**src/rtl/sym_pkg.sv**
```systemverilog
// Shared definitions for the 2-bit symbol link (transmitter and detector side).
package sym_pkg;

    localparam int unsigned SYM_W   = 2;
    localparam int unsigned MAX_LEN = 8;
    localparam int unsigned LEN_W   = $clog2(MAX_LEN) + 1;
    localparam int unsigned REP_W   = 4;
    localparam int unsigned GAP_W   = 4;
    localparam int unsigned IDX_W   = $clog2(MAX_LEN);
    localparam int unsigned PAT_W   = MAX_LEN * SYM_W;

    localparam logic [SYM_W-1:0] SYM_IDLE = 2'b00;

    typedef enum logic [1:0] {
        ST_IDLE = 2'b00,
        ST_SEND = 2'b01,
        ST_GAP  = 2'b10,
        ST_DONE = 2'b11
    } state_e;

    // Transfer settings captured when a start is accepted
    typedef struct packed {
        logic [PAT_W-1:0] pat;
        logic [LEN_W-1:0] len;
        logic [GAP_W-1:0] gap;
    } cfg_t;

    // Lengths beyond the buffer depth are treated as a full buffer
    function automatic logic [LEN_W-1:0] clamp_len(input logic [LEN_W-1:0] len);
        return (len > LEN_W'(MAX_LEN)) ? LEN_W'(MAX_LEN) : len;
    endfunction

    // Symbol i of a pattern; symbol 0 occupies the low bits
    function automatic logic [SYM_W-1:0] sym_at(input logic [PAT_W-1:0] pat,
                                                input logic [IDX_W-1:0] idx);
        return pat[32'(idx) * SYM_W +: SYM_W];
    endfunction

endpackage

```
**src/rtl/sym_down_cnt.sv**
```systemverilog
// Loadable down counter that saturates at zero and flags the zero count.
module sym_down_cnt #(
    parameter int unsigned W = 4
) (
    input  logic         clk,
    input  logic         rst_n,
    input  logic         load_i,
    input  logic [W-1:0] load_val_i,
    input  logic         en_i,
    output logic         zero_o
);

    logic [W-1:0] cnt_q;
    logic [W-1:0] cnt_d;

    // Load has priority over decrement
    always_comb begin
        cnt_d = cnt_q;
        if (load_i) begin
            cnt_d = load_val_i;
        end else if (en_i && (cnt_q != '0)) begin
            cnt_d = cnt_q - W'(1);
        end
    end

    // Count register
    always_ff @(posedge clk or negedge rst_n) begin
        if (!rst_n) begin
            cnt_q <= '0;
        end else begin
            cnt_q <= cnt_d;
        end
    end

    assign zero_o = (cnt_q == '0);

endmodule

```
**src/rtl/sym_seq_tx.sv**
```systemverilog
// Symbol stream transmitter: replays a latched pattern (reps+1) times with idle gaps.
module sym_seq_tx
    import sym_pkg::*;
(
    input  logic             clk,
    input  logic             rst_n,
    input  logic             start_i,
    input  logic             abort_i,
    input  logic             hold_i,
    input  logic [PAT_W-1:0] pat_i,
    input  logic [LEN_W-1:0] len_i,
    input  logic [REP_W-1:0] reps_i,
    input  logic [GAP_W-1:0] gap_i,
    output logic [SYM_W-1:0] num_o,
    output logic             num_vld_o,
    output logic             busy_o,
    output logic             done_o
);

    state_e           state_q;
    state_e           state_d;
    cfg_t             cfg_q;
    logic [IDX_W-1:0] idx_q;

    logic accept;
    logic last_sym;
    logic pass_end;
    logic rep_zero;
    logic gap_zero;

    assign accept   = (state_q == ST_IDLE) && start_i && !abort_i;
    assign last_sym = (LEN_W'(idx_q) == (cfg_q.len - LEN_W'(1)));
    assign pass_end = (state_q == ST_SEND) && !hold_i && !abort_i && last_sym;

    // Remaining extra passes; reaching zero means the current pass is the final one
    sym_down_cnt #(.W(REP_W)) u_rep_cnt (
        .clk        (clk),
        .rst_n      (rst_n),
        .load_i     (accept),
        .load_val_i (reps_i),
        .en_i       (pass_end && !rep_zero),
        .zero_o     (rep_zero)
    );

    // Gap cycles still to go after the current one; loaded with gap-1 so zero marks the last
    sym_down_cnt #(.W(GAP_W)) u_gap_cnt (
        .clk        (clk),
        .rst_n      (rst_n),
        .load_i     (pass_end && !rep_zero && (cfg_q.gap != '0)),
        .load_val_i (cfg_q.gap - GAP_W'(1)),
        .en_i       ((state_q == ST_GAP) && !hold_i && !abort_i),
        .zero_o     (gap_zero)
    );

    // State register
    always_ff @(posedge clk or negedge rst_n) begin
        if (!rst_n) begin
            state_q <= ST_IDLE;
        end else begin
            state_q <= state_d;
        end
    end

    // Next-state selection; abort overrides every other transition
    always_comb begin
        state_d = state_q;
        unique case (state_q)
            ST_IDLE: begin
                if (start_i) begin
                    state_d = (len_i == '0) ? ST_DONE : ST_SEND;
                end
            end
            ST_SEND: begin
                if (!hold_i && last_sym) begin
                    if (rep_zero) begin
                        state_d = ST_DONE;
                    end else if (cfg_q.gap == '0) begin
                        state_d = ST_SEND;
                    end else begin
                        state_d = ST_GAP;
                    end
                end
            end
            ST_GAP: begin
                if (!hold_i && gap_zero) begin
                    state_d = ST_SEND;
                end
            end
            ST_DONE: begin
                state_d = ST_IDLE;
            end
            default: begin
                state_d = ST_IDLE;
            end
        endcase
        if (abort_i) begin
            state_d = ST_IDLE;
        end
    end

    // Captured transfer settings and symbol index
    always_ff @(posedge clk or negedge rst_n) begin
        if (!rst_n) begin
            cfg_q <= '0;
            idx_q <= '0;
        end else if (accept) begin
            cfg_q <= '{pat: pat_i, len: clamp_len(len_i), gap: gap_i};
            idx_q <= '0;
        end else if ((state_q == ST_SEND) && !hold_i && !abort_i) begin
            idx_q <= last_sym ? '0 : idx_q + IDX_W'(1);
        end
    end

    // Link outputs; hold blanks the symbol in the same cycle
    always_comb begin
        num_o     = SYM_IDLE;
        num_vld_o = 1'b0;
        busy_o    = (state_q != ST_IDLE);
        done_o    = (state_q == ST_DONE);
        if ((state_q == ST_SEND) && !hold_i) begin
            num_o     = sym_at(cfg_q.pat, idx_q);
            num_vld_o = 1'b1;
        end
    end

endmodule

```
**config.mk**
```make
export PLATFORM = sky130hd
export DESIGN_NAME = sym_seq_tx
export DESIGN_NICKNAME = d
export VERILOG_FILES = /design/src/rtl/sym_pkg.sv /design/src/rtl/sym_down_cnt.sv /design/src/rtl/sym_seq_tx.sv
export SDC_FILE = /design/constraint.sdc
export NUM_CORES = 1
export LEC_CHECK = 0
export ABC_AREA = 1
export BUFFER_PORTS_ARGS = -buffer_cell sky130_fd_sc_hd__buf_4
export CAP_MARGIN = 10
export CELL_PAD_IN_SITES_DETAIL_PLACEMENT = 0
export CELL_PAD_IN_SITES_GLOBAL_PLACEMENT = 1
export CORE_MARGIN = 2
export CORE_UTILIZATION = 40
export DETAILED_ROUTE_END_ITERATION = 8
export PLACE_DENSITY_LB_ADDON = 0.1
export SLEW_MARGIN = 10
export SYNTH_ARGS = -nofsm -noshare
export SYNTH_HDL_FRONTEND = slang
export SYNTH_SLANG_ARGS = --single-unit
```
**constraint.sdc**
```tcl
create_clock -name clk -period 5.6 [get_ports clk]
set_clock_uncertainty 0.2 [all_clocks]
set_input_delay 1.12 -clock clk [delete_from_list [all_inputs] [get_ports clk]]
set_output_delay 1.12 -clock clk [all_outputs]
set_load 0.02 [all_outputs]
```
==> impl_metrics.toml <==
[clock_tree]
clkLatencyLatePin_ns = 0.28
cts_buffers = 5
htree_levels = 2
clkTransAtPathRegs_ns = 0.07
postCtsSetupBuffers = 0
cts_num_sinks = 37
hold_buffers = 0
post_cts_resized = 0
tritoncts = "yes"
clock-root-buffer = "clkbuf_8"
ctsLongestPathBuffers = 2

[floorplan]
die_y_um = 76.5
io_pins = 38
fp.dieW_um = 76.5
rows = 26
dieArea_um2 = 5840
core_um2 = 5070
initial_utilization_pct = 41.4

[global_routing]
grt_max_degree = 38
grt_util_all_layers_pct = 18.1
grt_pass1_wl_um = 8680
overflow = 0
antenna_found_initial = 0
grt_pass1_vias = 1786

[synthesis]
synth_area_per_cell_um2 = 7.45
yosys_register_bits = 37
synth_nets = 320
yosysSeqAreaShare_pct = 44.1
netlist_area_um2 = 2100
synthCells = 282
yosys_warnings = 0
ys_types = 29

[final_layout]
drive_above_1_share_pct = 20.6
final_nets = 358
n_antenna_cell = 0
final_common_cell = "nand2_1"
mostFrequentLayoutCells = "98 x nand2_1, 38 x buf_4, 37 x dfrtp_1, 27 x nor2_1"
area_delta_synth_final_pct = 20.4

[critical_path]
path_max_fanout = 4
worst_ep_required_time_ns = 4.28
worstPathArrival_ns = 1.93
path_class = "primary input to output pin"
slowest_stage = "a31oi_1"
critPathMaxStageDelay_ns = 0.20
cpMostUsedCell = "buf_4"
path_cells = "buf_4 > nor2_1 > o21ai_0 > a31oi_1 > buf_4"
end_kind = "output pin"
startpoint_type = "primary input"

[placed_design]
globalplace.congestion = 0.785
numPortBuffers = 37
hpwlAfterDp_um = 3480

[timing]
hold-worst-slack_ns = 0.276
period_share_pct = 58.1
report.final.slew_viol_count = 0
fmax_mhz = 307
rsz0062_at_grt = "false"
fin_tns_setup_ns = 0
setup_viol = 0
tightest_slew_ns = 0.920
fin_crit_ns = 3.25
hold_viol_final = 0
slew-limit-headroom_pct = 38.6

[drt]
num_vias = 1871
drt_iter0_drc = 83
ant_nets = 0
vias_per_cell = 4.80
wl_per_cell_um = 12.3
drtPass1Iterations = 4
drc = 0
wl_um = 4800

[hold_path]
hp-class = "register to register"

[run]
cap_violations = 0

[pwr]
p_per_area_nw_per_um2 = 495
p_leak_uw = 0.00130
vdd_drop_max_mv = 0.184

[outcome]
status = "finished, final reports clean"
-- synth_stat cells --
master	instances	area (um2)
a21oi_1	6	30.0
a21oi_2	1	8.76
a311o_1	1	10.0
a31oi_1	4	25.0
buf_2	1	5.00
buf_4	1	7.51
clkbuf_1	5	18.8
clkinv_2	1	5.00
dfrtp_1	37	926
ha_1	5	62.6
inv_1	25	93.8
inv_2	4	15.0
nand2_1	98	368
nand2_2	6	37.5
nand2_4	1	11.3
nand3_1	9	45.0
nand3_2	2	20.0
nand4_1	4	25.0
nand4_4	1	21.3
nor2_1	27	101
nor2_4	5	56.3
nor3_1	2	10.0
nor4_1	1	6.26
o21ai_0	25	125
o21ai_1	4	20.0
o21ai_2	1	8.76
o22ai_1	3	18.8
o41ai_1	1	8.76
xnor2_1	1	8.76
-- worst max-delay path, delay by kind of cell --
| family | cells | cell delay, ns |
|---|---|---|
| buffers and inverters | 2 | 0.31 |
| AND/OR/NAND/NOR | 1 | 0.18 |
| AO/OA/AOI/OAI | 2 | 0.32 |
-- power by group --
group	internal (uW)	total (uW)	switching (uW)	leakage, uW
Combinational	215	568	353	0.000799
Sequential	395	491	95.9	0.000459
Clock	97.8	192	94.5	0.0000443
-- final timing paths --
path / startpoint / endpoint / slack (ns) / cells past startpoint
max: hold_i / num_o[0] / 2.35 / 5
min: cfg_q[15] / cfg_q[15] / 0.28 / 2
max reg2reg: cfg_q[4] / u_gap_cnt.cnt_q[2] / 3.31 / 14
min reg2reg: cfg_q[15] / cfg_q[15] / 0.28 / 2
max in group asynchronous: rst_n / cfg_q[20] / 4.26 / 1
min in group asynchronous: rst_n / cfg_q[1] / 0.60 / 1
-- per-layer routing --
layer	global-route usage, %	part of all wire [%]	up-vias
li1	-	-	974
met4	3.82	0.69	0
met3	4.15	3.9	5
met2	27.6	44	35
met1	26.2	52	857
met5	0	0	-
-- state kept, by name, summed over array words and instances (netlist names) --
name             count
u_rep_cnt.cnt_q      4
idx_q                3
state_q              2
cfg_q               24
u_gap_cnt.cnt_q      4
-- layout make-up --
type	instances	area, um2
repair buffers	38	285
inverters	30	114
fillers	554	2550
multi-input cells	208	1030
flip-flops and latches	37	926
clock buffers	7	86.3
well taps	70	87.6
-- cell families (layout without fill, tap and decap cells) --
family | Yosys count | in the layout | share of synthesized area (%)
AO/OA/AOI/OAI | 46 | 46 | 12.2
XOR/XNOR | 1 | 1 | 0.417
flip-flops | 37 | 37 | 44.1
adder cells (fa/ha/maj) | 5 | 5 | 2.98
buffers and inverters | 37 | 75 | 6.91
AND/OR/NAND/NOR | 156 | 156 | 33.4
-- per-stage QoR --
stage | cells | total power, uW | instance area (um2) | utilization, % | setup slack (ns)
final | 390 | 1250 | 2530 | 49.8 | 2.35
after global placement | 383 | 1060 | 2440 | 48.1 | 2.37
after detailed placement | 383 | 1070 | 2440 | 48.1 | 2.35
after floorplan | 282 | 918 | 2100 | - | 2.27
after global routing | 390 | 1380 | 2530 | 49.8 | 2.28
after CTS | 390 | 1270 | 2530 | 49.8 | 2.34
No activity file was read; power rests on OpenSTA's default activity.
